<file path="config.mk">
export PLATFORM = sky130hd
export DESIGN_NAME = flag_branch_unit_flat
export DESIGN_NICKNAME = d
export VERILOG_FILES = /design/src/rtl/flag_branch_if.sv /design/src/rtl/flag_branch_unit.sv /design/src/flat_wrapper.sv
export SDC_FILE = /design/constraint.sdc
export NUM_CORES = 1
export LEC_CHECK = 0
export CORE_MARGIN = 3
export CORE_UTILIZATION = 48
export CTS_CLUSTER_DIAMETER = 50
export CTS_CLUSTER_SIZE = 8
export DETAILED_ROUTE_END_ITERATION = 6
export PLACE_DENSITY = 0.94
export SYNTH_ARGS = -nofsm -noshare
export SYNTH_HDL_FRONTEND = slang
export SYNTH_SLANG_ARGS = --single-unit
</file>
<file path="constraint.sdc">
create_clock -name clk -period 4.9 [get_ports clk]
set_input_delay 1.47 -clock clk [delete_from_list [all_inputs] [get_ports clk]]
set_output_delay 1.47 -clock clk [all_outputs]
set_load 0.005 [all_outputs]
</file>
<file path="src/rtl/flag_branch_if.sv">
// ALU-flag / branch-resolution bundle between the pipeline (master) and flag_branch_unit (slave).
interface flag_branch_if #(
  parameter int CNT_W = 16
);
  logic             ex_valid;
  logic [3:0]       ex_control;
  logic             ex_N;
  logic             ex_V;
  logic             ex_Z;
  logic             stall;
  logic             flush;
  logic             br_valid;
  logic [2:0]       br_ccc;
  logic [15:0]      br_target;
  logic [2:0]       flags;
  logic             br_done;
  logic             br_taken;
  logic [15:0]      br_pc;
  logic [CNT_W-1:0] br_cnt;
  logic [CNT_W-1:0] taken_cnt;

  modport master (
    output ex_valid, ex_control, ex_N, ex_V, ex_Z, stall, flush,
    output br_valid, br_ccc, br_target,
    input  flags, br_done, br_taken, br_pc, br_cnt, taken_cnt
  );

  modport slave (
    input  ex_valid, ex_control, ex_N, ex_V, ex_Z, stall, flush,
    input  br_valid, br_ccc, br_target,
    output flags, br_done, br_taken, br_pc, br_cnt, taken_cnt
  );
endinterface

</file>
<file path="src/rtl/flag_branch_unit.sv">
// Architectural N/V/Z flag register with per-opcode update enables, per-flag EX bypass,
// registered branch resolution in ID, and saturating branch / taken-branch counters.
module flag_branch_unit #(
  parameter int CNT_W = 16
) (
  input  logic         clk,
  input  logic         rst,
  flag_branch_if.slave bus
);

  localparam logic [CNT_W-1:0] CNT_MAX = '1;
  localparam logic [CNT_W-1:0] CNT_ONE = {{(CNT_W-1){1'b0}}, 1'b1};

  localparam logic [2:0] CC_NE     = 3'b000;
  localparam logic [2:0] CC_EQ     = 3'b001;
  localparam logic [2:0] CC_GT     = 3'b010;
  localparam logic [2:0] CC_LT     = 3'b011;
  localparam logic [2:0] CC_GE     = 3'b100;
  localparam logic [2:0] CC_LE     = 3'b101;
  localparam logic [2:0] CC_OVFL   = 3'b110;
  localparam logic [2:0] CC_UNCOND = 3'b111;

  logic [2:0]       flags_q;
  logic             br_done_q;
  logic             br_taken_q;
  logic [15:0]      br_pc_q;
  logic [CNT_W-1:0] br_cnt_q;
  logic [CNT_W-1:0] taken_cnt_q;

  logic upd_nv;
  logic upd_z;
  logic eff_n;
  logic eff_v;
  logic eff_z;
  logic cond;
  logic resolve;

  // Arithmetic ops own all three flags; logic/shift ops only produce a meaningful Z.
  always_comb begin
    upd_nv = 1'b0;
    upd_z  = 1'b0;
    if (bus.ex_valid && !bus.stall) begin
      case (bus.ex_control)
        4'd0, 4'd1: begin
          upd_nv = 1'b1;
          upd_z  = 1'b1;
        end
        4'd2, 4'd4, 4'd5, 4'd6: upd_z = 1'b1;
        default: ;
      endcase
    end
  end

  assign eff_n = upd_nv ? bus.ex_N : flags_q[2];
  assign eff_v = upd_nv ? bus.ex_V : flags_q[1];
  assign eff_z = upd_z  ? bus.ex_Z : flags_q[0];

  always_comb begin
    cond = 1'b0;
    case (bus.br_ccc)
      CC_NE:     cond = !eff_z;
      CC_EQ:     cond = eff_z;
      CC_GT:     cond = !eff_z && !eff_n;
      CC_LT:     cond = eff_n;
      CC_GE:     cond = eff_z || (!eff_z && !eff_n);
      CC_LE:     cond = eff_n || eff_z;
      CC_OVFL:   cond = eff_v;
      CC_UNCOND: cond = 1'b1;
      default:   cond = 1'b0;
    endcase
  end

  assign resolve = bus.br_valid && !bus.stall && !bus.flush;

  always_ff @(posedge clk) begin
    if (rst) begin
      flags_q     <= 3'b000;
      br_done_q   <= 1'b0;
      br_taken_q  <= 1'b0;
      br_pc_q     <= 16'h0000;
      br_cnt_q    <= '0;
      taken_cnt_q <= '0;
    end else begin
      if (upd_nv) begin
        flags_q[2] <= bus.ex_N;
        flags_q[1] <= bus.ex_V;
      end
      if (upd_z) begin
        flags_q[0] <= bus.ex_Z;
      end
      br_done_q <= resolve;
      if (resolve) begin
        br_taken_q <= cond;
        br_pc_q    <= cond ? bus.br_target : 16'h0000;
        if (br_cnt_q != CNT_MAX) begin
          br_cnt_q <= br_cnt_q + CNT_ONE;
        end
        // taken_cnt only moves alongside br_cnt, so it can never overtake it.
        if (cond && (taken_cnt_q != CNT_MAX)) begin
          taken_cnt_q <= taken_cnt_q + CNT_ONE;
        end
      end
    end
  end

  assign bus.flags     = flags_q;
  assign bus.br_done   = br_done_q;
  assign bus.br_taken  = br_taken_q;
  assign bus.br_pc     = br_pc_q;
  assign bus.br_cnt    = br_cnt_q;
  assign bus.taken_cnt = taken_cnt_q;

endmodule

</file>
<file path="src/flat_wrapper.sv">
// flat-port wrapper written by rule: the top's interface ports become plain ports
module flag_branch_unit_flat 
#(
  parameter int CNT_W = 16
)
  (clk, rst, bus_ex_valid, bus_ex_control, bus_ex_N, bus_ex_V, bus_ex_Z, bus_stall, bus_flush, bus_br_valid, bus_br_ccc, bus_br_target, bus_flags, bus_br_done, bus_br_taken, bus_br_pc, bus_br_cnt, bus_taken_cnt);
  flag_branch_if #(.CNT_W(CNT_W)) bus_i ();
  input  logic clk;
  input  logic rst;
  input wire logic [$bits(bus_i.ex_valid)-1:0] bus_ex_valid;
  input wire logic [$bits(bus_i.ex_control)-1:0] bus_ex_control;
  input wire logic [$bits(bus_i.ex_N)-1:0] bus_ex_N;
  input wire logic [$bits(bus_i.ex_V)-1:0] bus_ex_V;
  input wire logic [$bits(bus_i.ex_Z)-1:0] bus_ex_Z;
  input wire logic [$bits(bus_i.stall)-1:0] bus_stall;
  input wire logic [$bits(bus_i.flush)-1:0] bus_flush;
  input wire logic [$bits(bus_i.br_valid)-1:0] bus_br_valid;
  input wire logic [$bits(bus_i.br_ccc)-1:0] bus_br_ccc;
  input wire logic [$bits(bus_i.br_target)-1:0] bus_br_target;
  output wire logic [$bits(bus_i.flags)-1:0] bus_flags;
  output wire logic [$bits(bus_i.br_done)-1:0] bus_br_done;
  output wire logic [$bits(bus_i.br_taken)-1:0] bus_br_taken;
  output wire logic [$bits(bus_i.br_pc)-1:0] bus_br_pc;
  output wire logic [$bits(bus_i.br_cnt)-1:0] bus_br_cnt;
  output wire logic [$bits(bus_i.taken_cnt)-1:0] bus_taken_cnt;
  assign bus_i.ex_valid = bus_ex_valid;
  assign bus_i.ex_control = bus_ex_control;
  assign bus_i.ex_N = bus_ex_N;
  assign bus_i.ex_V = bus_ex_V;
  assign bus_i.ex_Z = bus_ex_Z;
  assign bus_i.stall = bus_stall;
  assign bus_i.flush = bus_flush;
  assign bus_i.br_valid = bus_br_valid;
  assign bus_i.br_ccc = bus_br_ccc;
  assign bus_i.br_target = bus_br_target;
  assign bus_flags = bus_i.flags;
  assign bus_br_done = bus_i.br_done;
  assign bus_br_taken = bus_i.br_taken;
  assign bus_br_pc = bus_i.br_pc;
  assign bus_br_cnt = bus_i.br_cnt;
  assign bus_taken_cnt = bus_i.taken_cnt;
  flag_branch_unit #(.CNT_W(CNT_W)) u_core (.clk(clk), .rst(rst), .bus(bus_i));
endmodule
</file>
==> impl_metrics.yaml <==
run_status:
  outcome: "complete, no violations"
logic_synthesis:
  synth_edf_count: 0
  synthCells: 285
  synth.avg_cell_area_um2: 8.31
  synth.top_cell.area_share: 0.448
  synthTopCellsByCount: "dfxtp_1, nand2_1, a21oi_1, nand3_1, nor2_1"
  ys_ff_latch: 53
  synth_top_area_cell: "dfxtp_1"
  synth_nets: 319
  netlist_area_mm2: 0.00237
  yosysMostFrequentCell: "dfxtp_1"
  yosys_warnings: 0
  ys_seq_area_frac: 0.448
  synth_ff_type: "dfxtp_1"
  async_flop_share: 0
  yosysUniqueCellTypes: 41
  synthTopCellsByArea: "dfxtp_1, a21oi_1, nand3_1"
clock_network:
  clkTransAtPathRegs_ns: 0.09
  cts_root_buf: "clkbuf_8"
  cts-resized-gates: 0
  cts_inserted_buffers: 5
  cts_max_level: 2
  clkLatencyLatePin_ns: 0.30
  hold_buffers: 0
  clock-sinks: 53
  clock_path_buffers: 2
  cts_tree: "yes"
  post_cts_buffers: 0
routing:
  drc_errors: 0
  antenna_left: 0
  drt_iter0_drc: 139
  wire_per_inst_um: 14.2
  num_vias: 2371
  vias_per_cell: 5.53
  wl_um: 6080
  first_pass_iters: 4
critical_path:
  endpoint_kind: "register"
  crit_buf_inv: 1
  worstSetupPathType: "in2reg"
  start_kind: "input port"
  required_ns: 5.10
  timing.rr.end: "u_core.bus.taken_cnt[9]"
  cp.arrival_ns: 4.22
  worstPathCellList: "clkdlybuf4s50_1 > nor3b_4 > and2_2 > o21ai_1 > a2111o_1 > o211a_1 > nor4_1 > mux2_2"
  slowest_delay_ns: 0.49
  crit_slowest_cell: "clkdlybuf4s50_1"
  crit_family: "simple AND/OR/NAND/NOR gates"
  rr_startpoint: "u_core.bus.flags[0]"
  crit_fanout: 28
  rrSetupSlack_ns: 2.57
  rr_worst_depth: 6
global_routing:
  grt_pass1_vias: 2275
  grt_first_pass_wirelength_um: 10300
  grt_usage: 0.208
  grt_overflow: 0
  antenna_found_initial: 2
  grt_max_degree: 57
floorplanning:
  die_w_um: 76.3
  pin_count: 85
  dieArea_mm2: 0.00582
  initial_core_util: 0.519
  num_rows: 24
  die_y_um: 76.3
  core_area_mm2: 0.00456
cells_and_area:
  synthToLayoutAreaGrowth_pct: 41.4
  drive_gt1_frac: 0.0440
  post-route-util: 0.734
  nNetsFinal: 397
  insertedDiodeCount: 0
  final_cells: 429
placed_design:
  placed_cells: 421
  routabilityCongestion: 0.849
  portBuffers: 84
  post-place-ws_ns: 0.572
  hpwl_um: 4370
power_and_ir_drop:
  peakVddDrop_mv: 0.167
  p_total_mw: 0.812
  power_density_mw_per_mm2: 242
  p_leak_nw: 1.11
sta:
  fin_crit_sh: 0.821
  rsz0062_at_grt: "no"
  setup_slack_ns: 0.879
  hold_violations: 0
  maxSlewViolCount: 0
  fmaxAchievable_mhz: 249
  slew_headroom: 0.371
  tightest_slew_ns: 0.944
  setup_viol_count_final: 0
  finalSetupTns_ns: 0
  clock_skew_ns: 0.00517
  fin_crit_ns: 4.02
hold_path:
  min_delay_path_depth: 2
  hp-start: "u_core.bus.br_pc[3]"
  hp-class: "reg2reg"
  hold-path-endpoint: "u_core.bus.br_pc[3]"
flow_run:
  drv_cap: 0
[stage by stage]
step | area (um2) | hold WS [ns]
floorplan | 2370 | 0.448
global placement | 3240 | 0.438
detailed placement | 3240 | 0.443
CTS | 3350 | 0.456
global route | 3350 | 0.483
finish | 3350 | 0.457
[cells by family (layout without fill, tap and decap cells)]
group / count (synthesis) / in the layout / synth area share
and+or+nand+nor: 137 / 137 / 0.294
buffers and inverters: 18 / 97 / 0.0327
xor gates and xnor gates: 14 / 14 / 0.0517
adders and majority gates: 2 / 2 / 0.0106
muxes: 4 / 4 / 0.0180
DFF: 53 / 53 / 0.448
AOI/OAI and AO/OA: 57 / 57 / 0.146
[power by group]
group	internal [mW]	total, mW	switching (mW)
logic	0.0407	0.0799	0.0392
registers	0.435	0.438	0.00314
clock network	0.153	0.294	0.140
[cell type report]
cell class / instances / area (um2)
multi-input cells: 214 / 1240
fillers: 377 / 1210
flip-flops and latches: 53 / 1060
repair buffers: 86 / 851
well taps: 65 / 81.3
clock buffers: 6 / 72.6
clock inverters: 2 / 38.8
inverters: 3 / 11.3
[per-layer routing]
layer,share of wire,track usage
met1,0.44,0.246
met2,0.48,0.369
met3,0.064,0.0638
met4,0.0082,0.0453
met5,0.0044,0
[flip-flops by register name (all words and copies together) (netlist names)]
register              cells
u_core.bus.br_pc         16
u_core.bus.taken_cnt     16
u_core.bus.br_done        1
u_core.bus.br_taken       1
u_core.bus.br_cnt        16
u_core.bus.flags          3
[cells in the final DEF, fill, tap and decap left out, types with 2 or more instances in the layout]
| cell | count |
|---|---|
| clkdlybuf4s50_1 | 83 |
| dfxtp_1 | 53 |
| nand2_1 | 34 |
| nand3_1 | 30 |
| a21oi_1 | 30 |
| nor2_1 | 27 |
| xor2_1 | 13 |
| nand4_1 | 9 |
| o31ai_1 | 8 |
| o21ai_0 | 7 |
| or4_1 | 7 |
| or3_1 | 5 |
| clkbuf_8 | 5 |
| nor2b_1 | 4 |
| nor3_1 | 4 |
| inv_1 | 3 |
| nand2b_1 | 3 |
| and4_1 | 3 |
| and3_1 | 3 |
| o211ai_1 | 2 |
| mux2i_1 | 2 |
| and2_1 | 2 |
| nor4_1 | 2 |
| mux2_2 | 2 |
| ha_1 | 2 |
| buf_4 | 2 |
[worst max path at each step]
| stage | from | endpoint | slack (ns) | cells after the start |
|---|---|---|---|---|
| floorplan | bus_stall | u_core.bus.taken_cnt[9] | 1.48 | 8 |
| global placement | bus_stall | u_core.bus.taken_cnt[9] | 0.66 | 8 |
| detailed placement | bus_stall | u_core.bus.taken_cnt[9] | 0.57 | 8 |
| global route | bus_stall | u_core.bus.taken_cnt[9] | 0.67 | 8 |
| finish | bus_stall | u_core.bus.taken_cnt[9] | 0.88 | 8 |
| CTS | bus_stall | u_core.bus.taken_cnt[9] | 0.88 | 8 |
[tightest hold or removal path: stages, from the launching register on]
cell,delay (ns)
dfxtp_1,0.32
nand2_1,0.05
a21oi_1,0.05
No activity file was read; power rests on OpenSTA's default activity.
